$ cat src/rtl/layer_output_collector_if.sv
// layer_output_collector_if
//   Bundles the signals between a layer of parallel neurons, the output collector
//   and the next layer's input stream.
//   Optional macro: ARGMAX_EN adds argmax_idx / argmax_valid.
//   Signals:
//     neuron_out_bus    neuron n output at [n*DataWidth +: DataWidth]
//     neuron_out_valid  per-neuron valid
//     layer_start       rearm pulse, honoured only after a finished stream
//     data_out          serialized value for the next layer
//     data_out_valid    data_out valid
//     data_out_ready    downstream accepts data_out this cycle
//     data_out_idx      neuron index of data_out
//     layer_done        1-cycle pulse after the last transfer
//     argmax_idx        (ARGMAX_EN) index of the largest output
//     argmax_valid      (ARGMAX_EN) argmax_idx is final
//   Modports: master = collector, slave = its environment.
interface layer_output_collector_if #(
    parameter int unsigned NumNeurons = 32,
    parameter int unsigned DataWidth  = 16
);
    localparam int unsigned IdxWidth = $clog2(NumNeurons);

    logic [NumNeurons*DataWidth-1:0] neuron_out_bus;
    logic [NumNeurons-1:0]           neuron_out_valid;
    logic                            layer_start;
    logic [DataWidth-1:0]            data_out;
    logic                            data_out_valid;
    logic                            data_out_ready;
    logic [IdxWidth-1:0]             data_out_idx;
    logic                            layer_done;
`ifdef ARGMAX_EN
    logic [IdxWidth-1:0]             argmax_idx;
    logic                            argmax_valid;
`endif

    modport master (
        input  neuron_out_bus,
        input  neuron_out_valid,
        input  layer_start,
        input  data_out_ready,
        output data_out,
        output data_out_valid,
        output data_out_idx,
        output layer_done
`ifdef ARGMAX_EN
        ,
        output argmax_idx,
        output argmax_valid
`endif
    );

    modport slave (
        output neuron_out_bus,
        output neuron_out_valid,
        output layer_start,
        output data_out_ready,
        input  data_out,
        input  data_out_valid,
        input  data_out_idx,
        input  layer_done
`ifdef ARGMAX_EN
        ,
        input  argmax_idx,
        input  argmax_valid
`endif
    );
endinterface

$ cat src/rtl/layer_output_collector.sv
// layer_output_collector
//   Captures the first value each neuron of a layer presents, then streams all
//   NumNeurons values in index order over a valid/ready handshake, followed by a
//   one-cycle layer_done pulse. Data passes bit-exact.
//   Optional macro: ARGMAX_EN tracks the index of the largest (signed) value while
//   streaming; ties keep the lowest index.
//   Ports:
//     clk    clock, posedge
//     reset  synchronous, active-low
//     bus    layer_output_collector_if.master (neuron inputs, output stream, argmax)
module layer_output_collector #(
    parameter int unsigned NumNeurons = 32,
    parameter int unsigned DataWidth  = 16
) (
    input logic                      clk,
    input logic                      reset,
    layer_output_collector_if.master bus
);
    localparam int unsigned         IdxWidth = $clog2(NumNeurons);
    localparam logic [IdxWidth-1:0] LastIdx  = IdxWidth'(NumNeurons - 1);

    typedef enum logic [1:0] {StCollect, StStream, StDone} state_e;

    state_e                state_q, state_d;
    logic [NumNeurons-1:0] flags_q, flags_d;
    logic [DataWidth-1:0]  buffer_q [NumNeurons];
    logic [IdxWidth-1:0]   idx_q, idx_d;
    logic                  layer_done_q, layer_done_d;

    logic [NumNeurons-1:0] capture;
    logic                  all_captured;
    logic                  transfer;
    logic                  last_transfer;
    logic [DataWidth-1:0]  cur_val;

    // First value wins: a neuron is captured only while its flag is still clear.
    assign capture       = (state_q == StCollect) ? (bus.neuron_out_valid & ~flags_q) : '0;
    // Counts flags being set this cycle so the stream starts on the next cycle.
    assign all_captured  = &(flags_q | capture);
    assign transfer      = (state_q == StStream) && bus.data_out_ready;
    assign last_transfer = transfer && (idx_q == LastIdx);
    assign cur_val       = buffer_q[idx_q];

    // State register
    always_ff @(posedge clk) begin
        if (!reset) begin
            state_q      <= StCollect;
            flags_q      <= '0;
            idx_q        <= '0;
            layer_done_q <= 1'b0;
        end else begin
            state_q      <= state_d;
            flags_q      <= flags_d;
            idx_q        <= idx_d;
            layer_done_q <= layer_done_d;
        end
    end

    // Result buffer needs no reset: it is only visible once every flag is set.
    always_ff @(posedge clk) begin
        for (int unsigned n = 0; n < NumNeurons; n++) begin
            if (capture[n]) begin
                buffer_q[n] <= bus.neuron_out_bus[n*DataWidth +: DataWidth];
            end
        end
    end

    // Next-state logic
    always_comb begin
        state_d      = state_q;
        flags_d      = flags_q | capture;
        idx_d        = idx_q;
        layer_done_d = 1'b0;
        unique case (state_q)
            StCollect: begin
                if (all_captured) begin
                    state_d = StStream;
                    idx_d   = '0;
                end
            end
            StStream: begin
                if (transfer) begin
                    if (idx_q == LastIdx) begin
                        state_d      = StDone;
                        idx_d        = '0;
                        layer_done_d = 1'b1;
                    end else begin
                        idx_d = idx_q + IdxWidth'(1);
                    end
                end
            end
            StDone: begin
                if (bus.layer_start) begin
                    state_d = StCollect;
                    flags_d = '0;
                end
            end
            default: state_d = StCollect;
        endcase
    end

`ifdef ARGMAX_EN
    logic [DataWidth-1:0] max_val_q, max_val_d;
    logic [IdxWidth-1:0]  max_idx_q, max_idx_d;
    logic [IdxWidth-1:0]  argmax_idx_q, argmax_idx_d;
    logic                 argmax_valid_q, argmax_valid_d;
    logic                 take_cur;

    always_ff @(posedge clk) begin
        if (!reset) begin
            max_val_q      <= '0;
            max_idx_q      <= '0;
            argmax_idx_q   <= '0;
            argmax_valid_q <= 1'b0;
        end else begin
            max_val_q      <= max_val_d;
            max_idx_q      <= max_idx_d;
            argmax_idx_q   <= argmax_idx_d;
            argmax_valid_q <= argmax_valid_d;
        end
    end

    // Index 0 seeds the running max; strictly greater replaces so ties keep the lower index.
    always_comb begin
        take_cur       = (idx_q == '0) || ($signed(cur_val) > $signed(max_val_q));
        max_val_d      = max_val_q;
        max_idx_d      = max_idx_q;
        argmax_idx_d   = argmax_idx_q;
        argmax_valid_d = argmax_valid_q;
        if (transfer && take_cur) begin
            max_val_d = cur_val;
            max_idx_d = idx_q;
        end
        if (last_transfer) begin
            argmax_idx_d   = take_cur ? idx_q : max_idx_q;
            argmax_valid_d = 1'b1;
        end else if ((state_q == StDone) && bus.layer_start) begin
            argmax_valid_d = 1'b0;
        end
    end
`endif

    // Outputs
    always_comb begin
        bus.data_out_valid = (state_q == StStream);
        bus.data_out       = (state_q == StStream) ? cur_val : '0;
        bus.data_out_idx   = idx_q;
        bus.layer_done     = layer_done_q;
`ifdef ARGMAX_EN
        bus.argmax_idx     = argmax_idx_q;
        bus.argmax_valid   = argmax_valid_q;
`endif
    end
endmodule

$ cat src/flat_wrapper.sv
// flat-port wrapper written by rule: the top's interface ports become plain ports
module layer_output_collector_flat 
#(
    parameter int unsigned NumNeurons = 32,
    parameter int unsigned DataWidth  = 16
)
  (clk, reset, bus_neuron_out_bus, bus_neuron_out_valid, bus_layer_start, bus_data_out_ready, bus_data_out, bus_data_out_valid, bus_data_out_idx, bus_layer_done);
  layer_output_collector_if #(.NumNeurons(NumNeurons), .DataWidth(DataWidth)) bus_i ();
  input logic clk;
  input logic reset;
  input wire logic [$bits(bus_i.neuron_out_bus)-1:0] bus_neuron_out_bus;
  input wire logic [$bits(bus_i.neuron_out_valid)-1:0] bus_neuron_out_valid;
  input wire logic [$bits(bus_i.layer_start)-1:0] bus_layer_start;
  input wire logic [$bits(bus_i.data_out_ready)-1:0] bus_data_out_ready;
  output wire logic [$bits(bus_i.data_out)-1:0] bus_data_out;
  output wire logic [$bits(bus_i.data_out_valid)-1:0] bus_data_out_valid;
  output wire logic [$bits(bus_i.data_out_idx)-1:0] bus_data_out_idx;
  output wire logic [$bits(bus_i.layer_done)-1:0] bus_layer_done;
  assign bus_i.neuron_out_bus = bus_neuron_out_bus;
  assign bus_i.neuron_out_valid = bus_neuron_out_valid;
  assign bus_i.layer_start = bus_layer_start;
  assign bus_i.data_out_ready = bus_data_out_ready;
  assign bus_data_out = bus_i.data_out;
  assign bus_data_out_valid = bus_i.data_out_valid;
  assign bus_data_out_idx = bus_i.data_out_idx;
  assign bus_layer_done = bus_i.layer_done;
  layer_output_collector #(.NumNeurons(NumNeurons), .DataWidth(DataWidth)) u_core (.clk(clk), .reset(reset), .bus(bus_i));
endmodule
$ cat config.mk
export PLATFORM = sky130hd
export DESIGN_NAME = layer_output_collector_flat
export DESIGN_NICKNAME = d
export VERILOG_FILES = /design/src/rtl/layer_output_collector_if.sv /design/src/rtl/layer_output_collector.sv /design/src/flat_wrapper.sv
export SDC_FILE = /design/constraint.sdc
export NUM_CORES = 1
export LEC_CHECK = 0
export CAP_MARGIN = 5
export CORE_AREA = 2 2 235 237
export DETAILED_ROUTE_END_ITERATION = 7
export DIE_AREA = 0 0 237 239
export GPL_ROUTABILITY_DRIVEN = 0
export PLACE_DENSITY = 0.67
export SYNTH_ARGS = -nofsm -noshare
export SYNTH_HDL_FRONTEND = slang
export SYNTH_SLANG_ARGS = --single-unit
$ cat constraint.sdc
create_clock -name clk -period 6.4 [get_ports clk]
set_clock_uncertainty 0.1 [all_clocks]
set_input_delay 1.92 -clock clk [delete_from_list [all_inputs] [get_ports clk]]
set_output_delay 1.92 -clock clk [all_outputs]
set_load 0.03 [all_outputs]
==> qor.txt, run 1 <==
reg-to-reg endpoint - u_core.buffer_q[27][14]
Initial Util - 0.394
number of synthesized register bits - 557
initial antenna violation count - 23
Mapped Cells - 1100
Die Wd - 237 um
Mapped Nets - 1650
via count - 13.4k
Hold Path Origin - u_core.flags_q[1]
adder-cell share of the synthesized area - 0.00117
relative slew slack - 0.159
CTS sink count - 557
Setup Buffers After CTS - 0
Hold Crit Class - register to register
most common cell after layout, fill and taps aside - clkdlybuf4s50_1
Final Instance Area - 30000 um^2
Top Ports - 571
minimum clock period after layout - 5.88 ns
dpl cells - 2352
core area - 54300 um^2
Die Ht - 239 um
Layout Nets - 2259
DRT Pass-1 Iters - 5
Post-synth top flop - edfxtp_1
Post-Layout Cell Count - 2474
largest net degree at the start of global routing - 48
main combinational cell family by area after synthesis - multiplexers
Worst IR Drop VDD - 0.186 mV
synth unique cells - 37
fraction of registers with async set/reset - 0
CP Max Fanout - 21
Antenna Nets Post-Route - 0
Required @ worst endpoint - 4.38 ns
post-route worst setup slack - 0.522 ns
DP HPWL - 56500 um
Area Overhead vs Synth - 40.2%
Critical Path Start Type - register
Power Density - 278 nW/um^2
netlist area before placement - 21400 um^2
R2R depth - 4
Cell Rows - 86
crit path DAT - 3.86 ns
CP Capture Type - output pin
# port buffers - 570
area of the multi-input gates - 4800 um^2
hold-fix buffers at CTS - 0
Root Buffer Master - clkbuf_16
Slew @ Worst Pin - 1.24 ns
Register Area - 16300 um^2
total grt overflow - 0
post-cts resize count - 0
critical path class - register to output pin
WL per Instance - 29.7 um
Lkg Pwr - 0.00988 uW
hold path cells - 2
TNS Setup - 0 ns
H-tree depth - 2
CTS tree - built
number of synthesized flops with an enable pin - 512
Max-cap violations - 0
vias in the first global route - 13.9k
Seq/Total Area, Yosys - 0.760
post-synthesis mux area share - 0.142
worst r2r src - u_core.state_q[1]
DP Area - 28100 um^2
first-pass GRT wire length - 101000 um
Mean Syn Cell Area - 19.5 um^2
worst min-delay path endpoint - u_core.flags_q[1]
commonest cells after routing, fill and taps aside - 570 x clkdlybuf4s50_1, 512 x edfxtp_1, 102 x mux4_2, 60 x clkbuf_16
final WL - 73600 um
Num CTS Buffers - 59
setup slack, reg-to-reg - 3.50 ns
RSZ-0062 raised after global routing - no
status - finished clean
DR iter-0 viols - 1153
Peak Freq - 170 MHz
Post-Route Utilization - 0.553
global-route usage over all layers - 0.258
Hold Vio Cnt, Final - 0
pre-CTS setup slack - 1.16 ns
fill count - 4214
Synth Area in Compound Gates - 0.0483
XOR/XNOR Fraction of Synth Area - 0
simple-gate share of the synthesized area - 0.0293
Reg clk slew, reported paths - 0.06 ns
layout cell share with drive strength beyond 1 - 0.144
Worst-Skew Late Latency - 0.62 ns
vias per inst - 5.41
DRC - 0
final setup vio count - 0
period utilization - 0.918
max-slew violations - 0
Die Area - 56600 um^2
CTS Buffer Depth - 3
Synth warnings - 0
## logic make-up (layout without fill, tap and decap cells)
family	Yosys count	in the layout
AO/OA/AOI/OAI	164	164
adder cells (fa/ha/maj)	2	2
other	0	14
flip-flops	557	557
buffers and inverters	67	723
AND/OR/NAND/NOR	149	149
multiplexers	161	161
## power breakdown
group	switching, uW	internal, uW
sequential	75.6	4210
clock	1420	2020
combinational	253	374
total	1750	6610
## metal layers
layer / GRT usage / wire length (um)
met5: 0 / 118
met4: 0.0936 / 2420
met2: 0.439 / 36800
met1: 0.309 / 26800
met3: 0.0806 / 7440
## through the flow
step           power (uW)  hold WS [ns]
3_5_place_dp         5000         0.386
3_3_place_gp         4990         0.371
2_1_floorplan        4480         0.359
6_report             8360         0.397
4_1_cts              8420         0.400
5_1_grt              8590         0.434
## area by class of cell
| type | count | share of cell area |
|---|---|---|
| Clock buffer | 65 | 0.0506 |
| Antenna cell | 14 | 0.00117 |
| Tap cell | 704 | 0.0293 |
| Clock inverter | 43 | 0.0140 |
| Multi-Input combinational cell | 476 | 0.160 |
| Timing Repair Buffer | 612 | 0.203 |
| Inverter | 3 | 0.000375 |
| Sequential cell | 557 | 0.542 |
## sequential cells by signal (all words and copies together) (netlist names), named ones only
signal                   cells
u_core.bus.layer_done        1
u_core.state_q               2
u_core.buffer_q            512
u_core.flags_q              32
u_core.bus.data_out_idx      5
## cells in the mapped netlist, drive strengths merged, types with 17 or more instances
cell / number / area share
o21ai: 39 / 0.0091
buf: 40 / 0.014
edfxtp: 512 / 0.72
mux4: 112 / 0.12
o22ai: 17 / 0.0050
nor2: 72 / 0.013
clkbuf: 24 / 0.0042
dfxtp: 45 / 0.042
mux2i: 49 / 0.023
a21oi: 35 / 0.0082
nand2: 52 / 0.0091
a31oi: 24 / 0.0070
## critical path, cell delays in order (launching register included)
cell and delay (ns):
dfxtp_4 0.63, buf_4 0.28, mux4_2 0.53, o311ai_1 0.85, a31oi_1 0.23, clkdlybuf4s50_1 0.69
## worst max-delay path by stage
stage	slack, ns	depth (start not counted)	startpoint	to
2_1_floorplan	2.40	6	u_core.state_q[1]	bus_data_out[10]
3_3_place_gp	1.12	6	register	bus_data_out[0]
3_5_place_dp	1.16	5	register	bus_data_out[6]
4_1_cts	0.46	5	register	bus_data_out[6]
5_1_grt	0.34	5	register	bus_data_out[12]
6_report	0.52	5	register	bus_data_out[6]
Note: power is estimated with default switching activity, not from simulation.
==> run 2, diff against run 1 <==
PLACE_DENSITY = 0.71   (was 0.67)
==> run 2 against run 1 <==
Compared with the run above: hold slack lost 0.0020 ns; worst setup slack got worse by 0.15 ns; cell area is 0.65% lower; via count about the same; sequential cell count stayed put; register-to-register slack better by 0.21 ns; final cell count is 0.53% lower; non-clock buffer count decreased by 11; sequential power about the same; critical path type unchanged; critical endpoint is now bus_data_out[8].
==> qor.txt, run 2 (synthesis results as in run 1) <==
status - finished clean
minimum clock period after layout - 6.03 ns (+0.148 ns)
Hold Vio Cnt, Final - 0 (unchanged)
most common cell after layout, fill and taps aside - clkdlybuf4s50_1
max-slew violations - 0 (unchanged)
Slew @ Worst Pin - 1.28 ns (+0.0344 ns)
Num CTS Buffers - 59 (unchanged)
global-route usage over all layers - 0.258 (+0.000671)
final WL - 74200 um (+0.84%)
vias in the first global route - 13.8k (-0.60%)
total grt overflow - 0 (unchanged)
post-cts resize count - 0 (unchanged)
clock network power share - 0.402 (-0.010)
DR iter-0 viols - 1177 (+2.1%)
vias per inst - 5.44 (+0.57%)
commonest cells after routing, fill and taps aside - 570 x clkdlybuf4s50_1, 512 x edfxtp_1, 102 x mux4_2, 59 x clkbuf_16, 53 x nor2_1
Setup Buffers After CTS - 0 (unchanged)
reg-to-reg endpoint - u_core.buffer_q[26][13]
H-tree depth - 2 (unchanged)
Required @ worst endpoint - 4.38 ns (about the same)
via count - 13.4k (+0.037%)
hold path cells - 2 (unchanged)
Max-cap violations - 0 (unchanged)
WL met1 - 26300 um (-2.0%)
worst min-delay path endpoint - u_core.flags_q[3]
critical path class - register to output pin
Die Wd - 237 um (unchanged)
switch share - 0.213 (+0.00411)
largest net degree at the start of global routing - 72 (+50%)
Initial Util - 0.394 (unchanged)
Root Buffer Master - clkbuf_16
Worst IR Drop VDD - 0.218 mV (+18%)
Die Area - 56600 um^2 (unchanged)
layout cell share with drive strength beyond 1 - 0.139 (-0.00475)
hold_ws - 0.395 ns (-0.00197 ns)
Logic pwr share - 0.076 (about the same)
DRT Pass-1 Iters - 5 (unchanged)
Layout Nets - 2248 (-0.49%)
setup slack, reg-to-reg - 3.71 ns (+0.21 ns)
# port buffers - 570 (unchanged)
crit path DAT - 4.01 ns (+0.15 ns)
pre-CTS setup slack - 0.997 ns (-0.167 ns)
first-pass GRT wire length - 100000 um (-0.94%)
Register Area - 16300 um^2 (unchanged)
Cell Rows - 86 (unchanged)
Max Used Layer - met5
Power Density - 276 nW/um^2 (-0.90%)
post-route worst setup slack - 0.374 ns (-0.148 ns)
detailed-routed wire length on met3 - 7700 um (+3.5%)
CP Max Fanout - 33 (+57%)
period utilization - 0.942 (+0.0231)
Worst-Skew Late Latency - 0.63 ns (about the same)
initial antenna violation count - 30 (+30%)
fill count - 4212 (-0.047%)
Reg clk slew, reported paths - 0.06 ns (about the same)
Antenna Nets Post-Route - 0 (unchanged)
DP HPWL - 57000 um (+0.94%)
dpl cells - 2341 (-0.47%)
CTS tree - built
Reg power frac - 0.522 (+0.009)
RSZ-0062 raised after global routing - no
Area Overhead vs Synth - 39.3%
final setup vio count - 0 (unchanged)
Critical Path Start Type - register
DRC - 0 (unchanged)
TNS Setup - 0 ns (unchanged)
area of the multi-input gates - 4800 um^2 (+0.10%)
largest reg by FF count - u_core.buffer_q
Top Ports - 571 (unchanged)
Peak Freq - 166 MHz (-2.5%)
Post-Layout Cell Count - 2461 (-0.53%)
worst r2r src - u_core.state_q[1]
Die Ht - 239 um (unchanged)
met2 wire length - 36700 um (-0.26%)
WL per Instance - 30.1 um (+1.4%)
max FFs per register - 512 (unchanged)
P_int - 6480 uW (-2.1%)
R2R depth - 4 (unchanged)
CTS sink count - 557 (unchanged)
net switching power - 1750 uW (+0.39%)
CP Capture Type - output pin
hold-fix buffers at CTS - 0 (unchanged)
Lkg Pwr - 0.00979 uW (-0.93%)
Hold Path Origin - u_core.flags_q[3]
core area - 54300 um^2 (unchanged)
relative slew slack - 0.149 (-0.0108)
CTS Buffer Depth - 3 (unchanged)
Hold Crit Class - register to register
[run 2: cell count changes in the layout (fill, tap and decap cells not counted), sizes merged]
cell / before / now
buf: 42 / 31
bufinv: 8 / 5
clkbuf: 65 / 68
clkinv: 31 / 30
diode: 14 / 13
[run 2: stage by stage]
step / total power [uW] / area (um^2) / util
detailed placement: 5000 / 27900 / 0.514
finish: 8230 / 29800 / 0.549
global route: 8460 / 29800 / 0.549
floorplan: 4480 / 21400 / -
global placement: 4990 / 27900 / 0.514
CTS: 8290 / 29800 / 0.549
[run 2: power by group through the flow]
stage	combinational, uW	clock [uW]	sequential [uW]
after floorplan	153	0	4320
after global placement	625	0	4360
after detailed placement	632	0	4370
after CTS	634	3360	4290
after global routing	660	3500	4300
final	628	3310	4290
[run 2: cell type report]
cell class              count  area share
flip-flops and latches    557       0.546
repair buffers            601       0.200
multi-input cells         476       0.161
clock buffers              68      0.0506
well taps                 704      0.0295
clock inverters            39      0.0118
diodes                     13     0.00109
inverters                   3    0.000377
[run 2: how the worst max path moves through the flow]
stage                           start                to  cells past startpoint
floorplan           u_core.state_q[1]  bus_data_out[10]                      6
global placement             register   bus_data_out[9]                      7
detailed placement           register   bus_data_out[8]                      7
CTS                          register   bus_data_out[8]                      7
global route                 register   bus_data_out[8]                      7
finish                       register   bus_data_out[8]                      7
[run 2: worst max-delay path, stage by stage (launching register included)]
cell,delay (ns)
dfxtp_4,0.77
buf_4,0.33
mux4_2,0.53
mux2i_1,0.30
nand2_1,0.09
o311ai_1,0.30
a31oi_1,0.34
clkdlybuf4s50_1,0.70
[run 2: layer usage]
metal  vias up  track usage
met4        28        0.121
met5         -            0
li1       5748            -
met1      6661        0.299
met3       173       0.0867
met2       787        0.434
